[config.mk]
export PLATFORM = sky130hd
export DESIGN_NAME = rename_stage
export DESIGN_NICKNAME = d
export VERILOG_FILES = /design/src/rtl/rename_pkg.sv /design/src/rtl/free_list.sv /design/src/rtl/rename_stage.sv
export SDC_FILE = /design/constraint.sdc
export NUM_CORES = 1
export LEC_CHECK = 0
export ABC_AREA = 1
export BUFFER_PORTS_ARGS = -buffer_cell sky130_fd_sc_hd__buf_2
export CAP_MARGIN = 20
export CORE_MARGIN = 2
export CORE_UTILIZATION = 30
export DETAILED_ROUTE_END_ITERATION = 6
export PLACE_DENSITY = 0.47
export SYNTH_ARGS = -nofsm -noshare
export SYNTH_HDL_FRONTEND = slang
export SYNTH_SLANG_ARGS = --single-unit
export TNS_END_PERCENT = 20
[constraint.sdc]
create_clock -name clk -period 5.28 [get_ports clk]
set_clock_uncertainty 0.2 [all_clocks]
set_input_delay 0.264 -clock clk [delete_from_list [all_inputs] [get_ports clk]]
set_output_delay 0.264 -clock clk [all_outputs]
set_load 0.01 [all_outputs]
[src/rtl/rename_pkg.sv]
// Shared widths, sizes and the renamed-instruction record for the rename stage.
package rename_pkg;
  localparam int unsigned ARCH_REGS = 32;
  localparam int unsigned PHYS_REGS = 64;
  localparam int unsigned AREG_W    = 5;
  localparam int unsigned PREG_W    = 6;
  localparam int unsigned FL_DEPTH  = PHYS_REGS - ARCH_REGS;
  localparam int unsigned FL_PTR_W  = 5;
  localparam int unsigned FL_CNT_W  = 7;

  typedef struct packed {
    logic [PREG_W-1:0] psrc1;
    logic [PREG_W-1:0] psrc2;
    logic [PREG_W-1:0] pdest;
    logic [PREG_W-1:0] old_pdest;
    logic              alloc;
  } renamed_t;
endpackage

[src/rtl/free_list.sv]
// Circular FIFO of free physical registers, preloaded with the registers
// not covered by the identity mapping at reset.
module free_list
  import rename_pkg::*;
(
  input  logic                clk,
  input  logic                rstn,
  input  logic                push,
  input  logic [PREG_W-1:0]   push_preg,
  input  logic                pop,
  output logic [PREG_W-1:0]   pop_preg,
  output logic                empty,
  output logic                full,
  output logic [FL_CNT_W-1:0] count
);
  logic [PREG_W-1:0]   mem [FL_DEPTH];
  logic [FL_PTR_W-1:0] head;
  logic [FL_PTR_W-1:0] tail;
  logic                do_push;
  logic                do_pop;

  assign empty    = (count == '0);
  assign full     = (count == FL_CNT_W'(FL_DEPTH));
  // A push into a full list is a protocol error; the entry is dropped.
  assign do_push  = push && !full;
  assign do_pop   = pop && !empty;
  assign pop_preg = mem[head];

  always_ff @(posedge clk) begin
    if (!rstn) begin
      for (int unsigned i = 0; i < FL_DEPTH; i++) begin
        mem[FL_PTR_W'(i)] <= PREG_W'(ARCH_REGS + i);
      end
      head  <= '0;
      tail  <= '0;
      count <= FL_CNT_W'(FL_DEPTH);
    end else begin
      if (do_push) begin
        mem[tail] <= push_preg;
        tail      <= tail + FL_PTR_W'(1);
      end
      if (do_pop) begin
        head <= head + FL_PTR_W'(1);
      end
      case ({do_push, do_pop})
        2'b10:   count <= count + FL_CNT_W'(1);
        2'b01:   count <= count - FL_CNT_W'(1);
        default: ;
      endcase
    end
  end

  no_push_when_full: assert property (@(posedge clk) disable iff (!rstn) !(push && full));
endmodule

[src/rtl/rename_stage.sv]
// Register rename: RAT lookup, free-list allocation and a single output
// register towards dispatch, with physical registers reclaimed at commit.
module rename_stage
  import rename_pkg::*;
#(
  parameter int unsigned PAYLOAD_W = 64
) (
  input  logic                 clk,
  input  logic                 rstn,
  input  logic                 in_valid,
  output logic                 in_ready,
  input  logic [AREG_W-1:0]    in_src1,
  input  logic [AREG_W-1:0]    in_src2,
  input  logic [AREG_W-1:0]    in_dest,
  input  logic                 in_regWrite,
  input  logic [PAYLOAD_W-1:0] in_payload,
  output logic                 out_valid,
  input  logic                 out_ready,
  output logic [PREG_W-1:0]    out_psrc1,
  output logic [PREG_W-1:0]    out_psrc2,
  output logic [PREG_W-1:0]    out_pdest,
  output logic [PREG_W-1:0]    out_old_pdest,
  output logic                 out_alloc,
  output logic [PAYLOAD_W-1:0] out_payload,
  input  logic                 retire_valid,
  input  logic [PREG_W-1:0]    retire_preg,
  output logic [FL_CNT_W-1:0]  fl_count
);
  logic [PREG_W-1:0]    rat [ARCH_REGS];
  renamed_t             rn;
  renamed_t             out_q;
  logic [PAYLOAD_W-1:0] payload_q;
  logic                 need_alloc;
  logic                 accept;
  logic                 fl_pop;
  logic                 fl_empty;
  logic                 fl_full;
  logic [PREG_W-1:0]    fl_head;

  assign need_alloc = in_regWrite && (in_dest != '0);
  // A freed register only becomes visible through fl_empty on the next cycle.
  assign in_ready   = (!out_valid || out_ready) && (!need_alloc || !fl_empty);
  assign accept     = in_valid && in_ready;
  assign fl_pop     = accept && need_alloc;

  always_comb begin
    rn       = '0;
    rn.psrc1 = (in_src1 == '0) ? '0 : rat[in_src1];
    rn.psrc2 = (in_src2 == '0) ? '0 : rat[in_src2];
    if (need_alloc) begin
      rn.pdest     = fl_head;
      rn.old_pdest = rat[in_dest];
      rn.alloc     = 1'b1;
    end
  end

  free_list u_free_list (
    .clk       (clk),
    .rstn      (rstn),
    .push      (retire_valid && (retire_preg != '0)),
    .push_preg (retire_preg),
    .pop       (fl_pop),
    .pop_preg  (fl_head),
    .empty     (fl_empty),
    .full      (fl_full),
    .count     (fl_count)
  );

  always_ff @(posedge clk) begin
    if (!rstn) begin
      for (int unsigned i = 0; i < ARCH_REGS; i++) begin
        rat[AREG_W'(i)] <= PREG_W'(i);
      end
      out_valid <= 1'b0;
      out_q     <= '0;
      payload_q <= '0;
    end else begin
      if (accept) begin
        out_valid <= 1'b1;
        out_q     <= rn;
        payload_q <= in_payload;
      end else if (out_ready) begin
        out_valid <= 1'b0;
      end
      if (fl_pop) begin
        rat[in_dest] <= fl_head;
      end
    end
  end

  assign out_psrc1     = out_q.psrc1;
  assign out_psrc2     = out_q.psrc2;
  assign out_pdest     = out_q.pdest;
  assign out_old_pdest = out_q.old_pdest;
  assign out_alloc     = out_q.alloc;
  assign out_payload   = payload_q;
endmodule
==> results of run 1 <==
==> metal layers <==
metal | wire (µm) | up-vias | global-route usage
met4 | 2410 | 0 | 0.0570
met5 | 0 | - | 0
met2 | 44500 | 884 | 0.342
met1 | 42600 | 11100 | 0.292
li1 | - | 11200 | -
met3 | 6700 | 146 | 0.0361
==> where the power goes <==
group	leakage [nW]	switching, mW	total, mW	internal [mW]
combinational	7.37	1.32	1.80	0.480
sequential	4.20	0.129	4.50	4.37
clock	0.971	1.74	4.24	2.50
==> cell type report <==
class                   count  area [µm²]
well taps                1144        1430
clock inverters            33         453
multi-input cells        2375       10400
clock buffers              74        1560
flip-flops and latches    496       13800
repair buffers            307        2030
inverters                 234         883
fillers                  8992       55000
==> worst max-delay path: cells and delay by family (launching register included) <==
family / cells / cell delay, ps
simple gates: 8 / 1370
flops: 1 / 470
buf+inv: 2 / 1180
==> logic make-up after synthesis <==
kind of cell,share of synthesized area
AND/OR/NAND/NOR,0.332
flip-flops,0.530
buffers and inverters,0.0716
AO/OA/AOI/OAI,0.0575
adder cells (fa/ha/maj),0.00607
XOR/XNOR,0.00236
other,0.000144
==> Yosys cell counts (4+ instances only) <==
library cell  instances
inv_1               216
nor2_1              397
nand2_1            1178
ha_1                 11
o22ai_1              15
buf_2                94
edfxtp_1            384
o21ai_0              69
o211ai_1             18
buf_4                 6
dfxtp_1             112
buf_1                18
nand4_1              12
nand3_2              21
xor2_1                4
nand3b_1              4
inv_2                 6
a21oi_1             124
clkinv_1             11
nor3_1               11
a22oi_1              39
nand3_1             450
clkbuf_1             94
buf_6                 4
==> per-stage QoR <==
stage,util,std cells,setup slack (ps),area (µm²)
after CTS,0.357,4663,1770,30600
after floorplan,-,3321,2750,26000
after global routing,0.357,4663,1580,30600
after detailed placement,0.325,4482,1740,27800
after global placement,0.325,4481,1750,27800
final,0.357,4663,1810,30600
==> state kept, by name, indices dropped and copies added, names as in the netlist, 5 cells and up, named ones only <==
signal             flops
out_old_pdest          6
out_payload           64
out_pdest              6
out_psrc1              6
out_psrc2              6
rat                  192
u_free_list.count      7
u_free_list.head       5
u_free_list.mem      192
u_free_list.tail       5
==> worst paths after layout <==
kind / startpoint / end / slack, ps
min reg2reg: out_old_pdest[2] / out_old_pdest[2] / 250
min: retire_preg[1] / u_free_list.mem[7][1] / 30
max reg2reg: flip-flop / rat[5][4] / 1810
max: flip-flop / rat[5][4] / 1810
==> what timing repair did <==
item                                   in CTS  in global routing
gates resized for setup                     0                  0
hold buffers                               74                  0
setup endpoints to repair                   0                  0
setup buffers                               0                  0
endpoints found under the hold margin     104                  0
==> reports/results.tsv, run 1 <==
stage	metric	value	unit
global_route	initial antenna violation count	1	
status	status	complete, no violations	
critical_path	CP max stage delay	740	ps
clocking	CTS sink count	496	
layout	most frequent cells in the layout	1,174 x nand2_1, 449 x nand3_1, 393 x nor2_1	
layout	Nets	3574	
power	Worst IR Drop VDD	0.287	mV
floorplan	Die Height	298	µm
power	Static Leak	12.5	nW
drt	mean routed wirelength per cell	20.6	µm
placed_design	DPL Wire Length	63100	µm
synthesis	synthesized cell area	26000	µm²
floorplan	I/O pin count	189	
global_route	remaining global-route overflow	0	
clocking	Clock Path Buffers	3	
power	total power	10.5	mW
floorplan	row count	107	
layout	commonest non-fill, non-tap cell in the layout	nand2_1	
global_route	Overall Global Routing Usage	0.212	
global_route	vias in the first global route	22300	
sta	Final setup viols	0	
drt	final routed DRC violation total	0	
floorplan	Initial Utilization	0.304	
hold_path	Hold Crit Depth	4	
clocking	Skew-Pair Late Insertion Delay	670	ps
layout	area delta synth->final	17.6	%
sta	setup TNS	0	ps
critical_path	Data arrival, critical path	3760	ps
critical_path	worst-path cell chain	inv_4, nand2_1, nand3_1, nand3_1, nand2_1, nand2_1, nand3_1, nand2_2, buf_4, nor2_1	
synthesis	Post-Syn Instances	3316	
synthesis	post-synth cell types	35	
flow_run	max-cap violations	0	
synthesis	Seq/Total Area, Yosys	0.530	
drt	1st-iter DRT viols	2529	
power	pwr dens	345	nW/µm²
synthesis	Async SR Flop Fraction	0	
hold_path	worst min-delay path class	in2reg	
floorplan	full die area	89000	µm²
clocking	clock-pin transition on the worst setup and hold timing paths	60	ps
placed_design	IO buf count	188	
clocking	CTS root buffer	clkbuf_16	
synthesis	Yosys top cell by area	edfxtp_1	
sta	RSZ-0062 raised after global routing	false	
synthesis	Area contributors post-synth	edfxtp_1 44%, nand2_1 17%, nand3_1 8.7%, dfxtp_1 8.6%, nor2_1 5.7%	
critical_path	critical path type	reg2reg	
critical_path	nature of the critical path endpoint	flip-flop	
drt	final WL	96300	µm
synthesis	#FFs+latches synth	496	
synthesis	top cell type's share of synthesized area	0.444	
sta	Least-Margin Pin Slew	1100	ps
layout	share of layout cells above drive strength 1	0.106	
floorplan	Die Width	298	µm
sta	Rel. slew slack	0.265	
critical_path	startpoint types	flip-flop	
sta	Final Max Tran Viols	0	
drt	TritonRoute pass-1 iters	6	
sta	fin crit period	3470	ps
sta	Final Cycle Share	0.658	
layout	ANT cells	0	
critical_path	Critical Path RT	5570	ps
placed_design	GP Congestion	0.916	
clocking	CTS buffer count	57	
synthesis	Synth Area per Inst	7.84	µm²
sta	f_max	288	MHz
sta	hold slack	29.7	ps
critical_path	crit-path max FO	96	
drt	vias per cell	5.00	
floorplan	CORE AREA	85500	µm²
critical_path	slowest CP cell	inv_4	
clocking	CTS tree	done	
synthesis	Main synth FF type	edfxtp_1	
drt	Routed Antenna Nets	0	
global_route	first-pass GRT wire length	144000	µm
synthesis	number of enable flip-flop cells after synthesis	384	
synthesis	synth warn	0	
sta	final hold vios	0	
drt	Vias	23300	
global_route	largest net degree at the start of global routing	97	
clocking	H-tree depth	2	
critical_path	depth of the most critical reg-to-reg path	10	
No activity file was read; power rests on OpenSTA's default activity.
==> inputs of run 2 (changes only) <==
==> constraint.sdc (replaced) <==
create_clock -name clk -period 3.2 [get_ports clk]
set_clock_uncertainty 0.2 [all_clocks]
set_input_delay 0.16 -clock clk [delete_from_list [all_inputs] [get_ports clk]]
set_output_delay 0.16 -clock clk [all_outputs]
set_load 0.01 [all_outputs]
==> reports/results.tsv, run 2 (synthesis results as in run 1) <==
stage	metric	value	unit
floorplan	full die area	89000	µm²
layout	commonest non-fill, non-tap cell in the layout	nand2_1	
floorplan	row count	107	
global_route	largest net degree at the start of global routing	122	
sta	Rel. slew slack	0.373	
placed_design	GP Congestion	0.908	
sta	Least-Margin Pin Slew	939	ps
drt	1st-iter DRT viols	2219	
sta	Final Max Tran Viols	0	
floorplan	Die Height	298	µm
status	status	complete, but fails checks	
layout	fin area	31200	µm²
clocking	Clock Path Buffers	3	
drt	final WL	95400	µm
clocking	CTS sink count	496	
critical_path	startpoint types	flip-flop	
sta	fin crit period	2860	ps
clocking	post-cts gate resize count	0	
drt	TritonRoute pass-1 iters	7	
clocking	Skew-Pair Late Insertion Delay	670	ps
drt	Routed Antenna Nets	0	
drt	mean routed wirelength per cell	20.2	µm
global_route	initial antenna violation count	0	
clocking	CTS buffer count	59	
flow_run	max-cap violations	0	
placed_design	placed cell areas	28400	µm²
critical_path	nature of the critical path endpoint	flip-flop	
global_route	remaining global-route overflow	0	
global_route	vias in the first global route	22700	
sta	f_max	349	MHz
critical_path	Data arrival, critical path	3010	ps
critical_path	crit-path max FO	8	
sta	hold slack	52.9	ps
drt	vias per cell	4.96	
floorplan	I/O pin count	189	
floorplan	Die Width	298	µm
sta	Final setup viols	0	
global_route	Overall Global Routing Usage	0.210	
floorplan	Initial Utilization	0.304	
layout	fillers	8952	
power	pwr dens	559	nW/µm²
floorplan	CORE AREA	85500	µm²
drt	final routed DRC violation total	3	
sta	setup TNS	0	ps
placed_design	DPL Wire Length	62200	µm
clocking	H-tree depth	2	
clocking	hold_buf cts	87	
layout	most frequent cells in the layout	1,175 x nand2_1, 449 x nand3_1, 393 x nor2_1	
critical_path	Critical Path RT	3350	ps
power	Worst IR Drop VDD	0.430	mV
layout	Nets	3631	
drt	Vias	23400	
placed_design	post-place setup slack	349	ps
layout	ANT cells	0	
power	Static Leak	12.9	nW
hold_path	worst min-delay path class	in2reg	
layout	share of layout cells above drive strength 1	0.116	
status	failing checks	DRC	
clocking	CTS tree	done	
clocking	clock-pin transition on the worst setup and hold timing paths	60	ps
sta	final hold vios	0	
sta	final worst setup slack	339	ps
critical_path	critical path type	reg2reg	
power	total power	17.4	mW
clocking	CTS root buffer	clkbuf_16	
clocking	setup bufs post-CTS	0	
global_route	first-pass GRT wire length	143000	µm
sta	RSZ-0062 raised after global routing	false	
placed_design	IO buf count	188	
sta	Final Cycle Share	0.894	
layout	area delta synth->final	20.0	%
[run 2: cell count changes in the layout (fill, tap and decap cells not counted), moves of 2 or more]
cell | before | now
buf_4 | 47 | 70
clkinv_1 | 17 | 23
buf_12 | 0 | 20
inv_4 | 1 | 3
bufinv_16 | 8 | 6
clkinv_2 | 11 | 9
dlygate4sd3_1 | 74 | 87
[run 2: area by class of cell]
class / instances / area (µm²) / area share
Clock buffer: 74 / 1570 / 0.0504
Tap cell: 1144 / 1430 / 0.0459
Inverter: 234 / 882 / 0.0283
Multi-Input combinational cell: 2375 / 10400 / 0.334
Timing Repair Buffer: 362 / 2720 / 0.0873
Sequential cell: 496 / 13800 / 0.442
Clock inverter: 38 / 402 / 0.0129
[run 2: layer usage]
layer | up-vias | routed length [µm] | GRT usage
li1 | 11300 | - | -
met1 | 11100 | 42100 | 0.285
met2 | 842 | 44100 | 0.339
met3 | 164 | 6330 | 0.0348
met4 | 0 | 2950 | 0.0692
met5 | - | 0 | 0
[run 2: path summary, 6_finish.rpt]
check,from,endpoint,slack [ps],cells past startpoint
max,u_free_list.count[6],u_free_list.mem[13][2],340,8
min,in_dest[2],rat[25][5],50,5
max reg2reg,u_free_list.count[6],u_free_list.mem[13][2],340,8
min reg2reg,out_old_pdest[5],out_old_pdest[5],250,2
[run 2: worst max-delay path, cell delays in order, from the launching register on]
cell	delay, ps
dfxtp_1	400
nor2_1	100
nand4_1	130
nand3_1	160
nor2_1	280
nand2_1	470
nor2_1	430
inv_1	130
nand2_1	240
[run 2: power by group]
group | total (mW) | switching [mW] | leakage [nW] | internal (mW)
clock | 6.85 | 2.87 | 0.957 | 3.98
combinational | 3.18 | 2.24 | 7.72 | 0.943
sequential | 7.39 | 0.184 | 4.20 | 7.21
total | 17.4 | 5.29 | 12.9 | 12.1
[run 2: metrics by stage]
stage / util / instances
2_1_floorplan: - / 3321
5_1_grt: 0.365 / 4723
3_3_place_gp: 0.331 / 4524
4_1_cts: 0.365 / 4723
3_5_place_dp: 0.331 / 4524
6_report: 0.365 / 4723
==> inputs of run 3 (changes only) <==
--- a/config.mk
+++ b/config.mk
@@ -7,10 +7,11 @@
 export LEC_CHECK = 0
 export ABC_AREA = 1
 export BUFFER_PORTS_ARGS = -buffer_cell sky130_fd_sc_hd__buf_2
-export CAP_MARGIN = 20
+export CAP_MARGIN = 30
 export CORE_MARGIN = 2
 export CORE_UTILIZATION = 30
 export DETAILED_ROUTE_END_ITERATION = 6
+export HOLD_SLACK_MARGIN = 0.12
 export PLACE_DENSITY = 0.47
 export SYNTH_ARGS = -nofsm -noshare
 export SYNTH_HDL_FRONTEND = slang
==> reports/results.tsv, run 3 (synthesis results as in run 1) <==
stage	metric	value	unit
layout	register area	13800	µm²
placed_design	GP Congestion	0.908	
sta	Rel. slew slack	0.368	
global_route	Overall Global Routing Usage	0.214	
drt	TritonRoute pass-1 iters	6	
sta	Least-Margin Pin Slew	948	ps
sta	hold slack	180	ps
global_route	remaining global-route overflow	0	
clocking	CTS sink count	496	
floorplan	row count	107	
status	status	complete, no violations	
drt	met2 WL post-DR	45100	µm
critical_path	Data arrival, critical path	3350	ps
drt	Vias	23900	
sta	Final setup viols	0	
critical_path	CP max stage delay	580	ps
placed_design	post-place setup slack	349	ps
drt	mean routed wirelength per cell	20.0	µm
sta	RSZ-0062 raised after global routing	false	
sta	Final Cycle Share	0.937	
critical_path	slowest CP cell	dlygate4sd3_1	
sta	Final Max Tran Viols	0	
sta	setup TNS	0	ps
layout	area delta synth->final	25.2	%
layout	final core utilization	0.381	
drt	Top Layer Used	met4	
floorplan	Die Height	298	µm
layout	Nets	3760	
placed_design	IO buf count	188	
drt	vias per cell	4.93	
layout	most frequent cells in the layout	1,164 x nand2_1, 449 x nand3_1, 392 x nor2_1	
sta	fin crit period	3000	ps
global_route	largest net degree at the start of global routing	122	
sta	final worst setup slack	202	ps
critical_path	nature of the critical path endpoint	flip-flop	
floorplan	full die area	89000	µm²
clocking	clock-pin transition on the worst setup and hold timing paths	60	ps
floorplan	Initial Utilization	0.304	
clocking	CTS buffer count	59	
sta	f_max	334	MHz
hold_path	worst min-delay path class	in2reg	
critical_path	number of buffers and inverters on the critical path	3	
global_route	first-pass GRT wire length	146000	µm
critical_path	startpoint types	flip-flop	
power	pwr dens	542	nW/µm²
flow_run	max-cap violations	0	
layout	ANT cells	0	
drt	final routed DRC violation total	0	
critical_path	Critical Path RT	3550	ps
floorplan	I/O pin count	189	
placed_design	DPL Wire Length	62200	µm
floorplan	Die Width	298	µm
layout	fillers	8784	
critical_path	worst-path cell chain	nor2_2, nand2_1, nor2_1, nand3_2, and2_2, buf_12, nand3_1, dlygate4sd3_1, a21oi_1, dlygate4sd3_1	
global_route	initial antenna violation count	0	
global_route	vias in the first global route	23400	
power	Worst IR Drop VDD	0.428	mV
placed_design	placed insts	4524	
layout	area of the multi-input gates	10500	µm²
drt	Metal-1 WL	42400	µm
clocking	Skew-Pair Late Insertion Delay	670	ps
drt	Met3 Wirelength	6470	µm
clocking	CTS root buffer	clkbuf_16	
sta	final hold vios	0	
floorplan	CORE AREA	85500	µm²
drt	Routed Antenna Nets	0	
clocking	H-tree depth	2	
layout	Final Instance Count excl. Fillers	4852	
critical_path	crit-path most repeated cell	dlygate4sd3_1	
critical_path	critical path type	reg2reg	
critical_path	crit-path max FO	65	
drt	1st-iter DRT viols	2186	
critical_path	Worst path top cell family by delay	buffers and inverters	
layout	commonest non-fill, non-tap cell in the layout	nand2_1	
clocking	Clock Path Buffers	3	
clocking	CTS tree	done	
power	Static Leak	13.3	nW
layout	share of layout cells above drive strength 1	0.115	
drt	final WL	97100	µm
-- run 3: report_power, final --
part	internal (mW)	total [mW]	switching, mW	leakage [nW]
combinational	1.09	3.37	2.28	8.18
sequential	7.21	7.39	0.187	4.20
clock	3.98	6.87	2.89	0.957
total	12.3	17.6	5.35	13.3
-- run 3: tightest hold or removal path, delay by kind of cell --
kind                   cells  cell delay (ps)
AND/OR/NAND/NOR            5              480
buffers and inverters      1              210
AO/OA/AOI/OAI              1               80
-- run 3: path summary, 6_finish.rpt --
kind / start / end / slack [ps] / cells after the start
worst min register to register: out_old_pdest[5] / out_old_pdest[5] / 250 / 2
worst max register to register: u_free_list.count[6] / out_payload[33] / 200 / 10
worst max-delay path: u_free_list.count[6] / out_payload[33] / 200 / 10
worst min-delay path: in_src1[1] / out_psrc1[3] / 180 / 7
-- run 3: stage by stage --
| stage | instance area (µm²) | total power [mW] |
|---|---|---|
| 2_1_floorplan | 26000 | 9.25 |
| 3_3_place_gp | 28400 | 10.6 |
| 3_5_place_dp | 28400 | 10.6 |
| 4_1_cts | 32500 | 17.7 |
| 5_1_grt | 32600 | 18.3 |
| 6_report | 32600 | 17.6 |
-- run 3: metal layers --
metal | GRT usage | up-vias
li1 | - | 11600
met1 | 0.289 | 11300
met2 | 0.348 | 868
met3 | 0.0356 | 170
met4 | 0.0715 | 0
met5 | 0 | -
-- run 3: area by class of cell --
class / instances / area share
Clock buffer: 74 / 0.0483
Clock inverter: 38 / 0.0123
Sequential cell: 496 / 0.423
Multi-Input combinational cell: 2375 / 0.322
Timing Repair Buffer: 491 / 0.123
Inverter: 234 / 0.0271
Tap cell: 1144 / 0.0440
-- run 3: repair_timing --
| action | CTS | global route |
|---|---|---|
| hold buffers | 216 | 0 |
| gates resized for setup | 0 | 19 |
| endpoints found under the hold margin | 419 | 0 |
| buffers inserted | 0 | 0 |
| setup endpoints to repair | 0 | 180 |
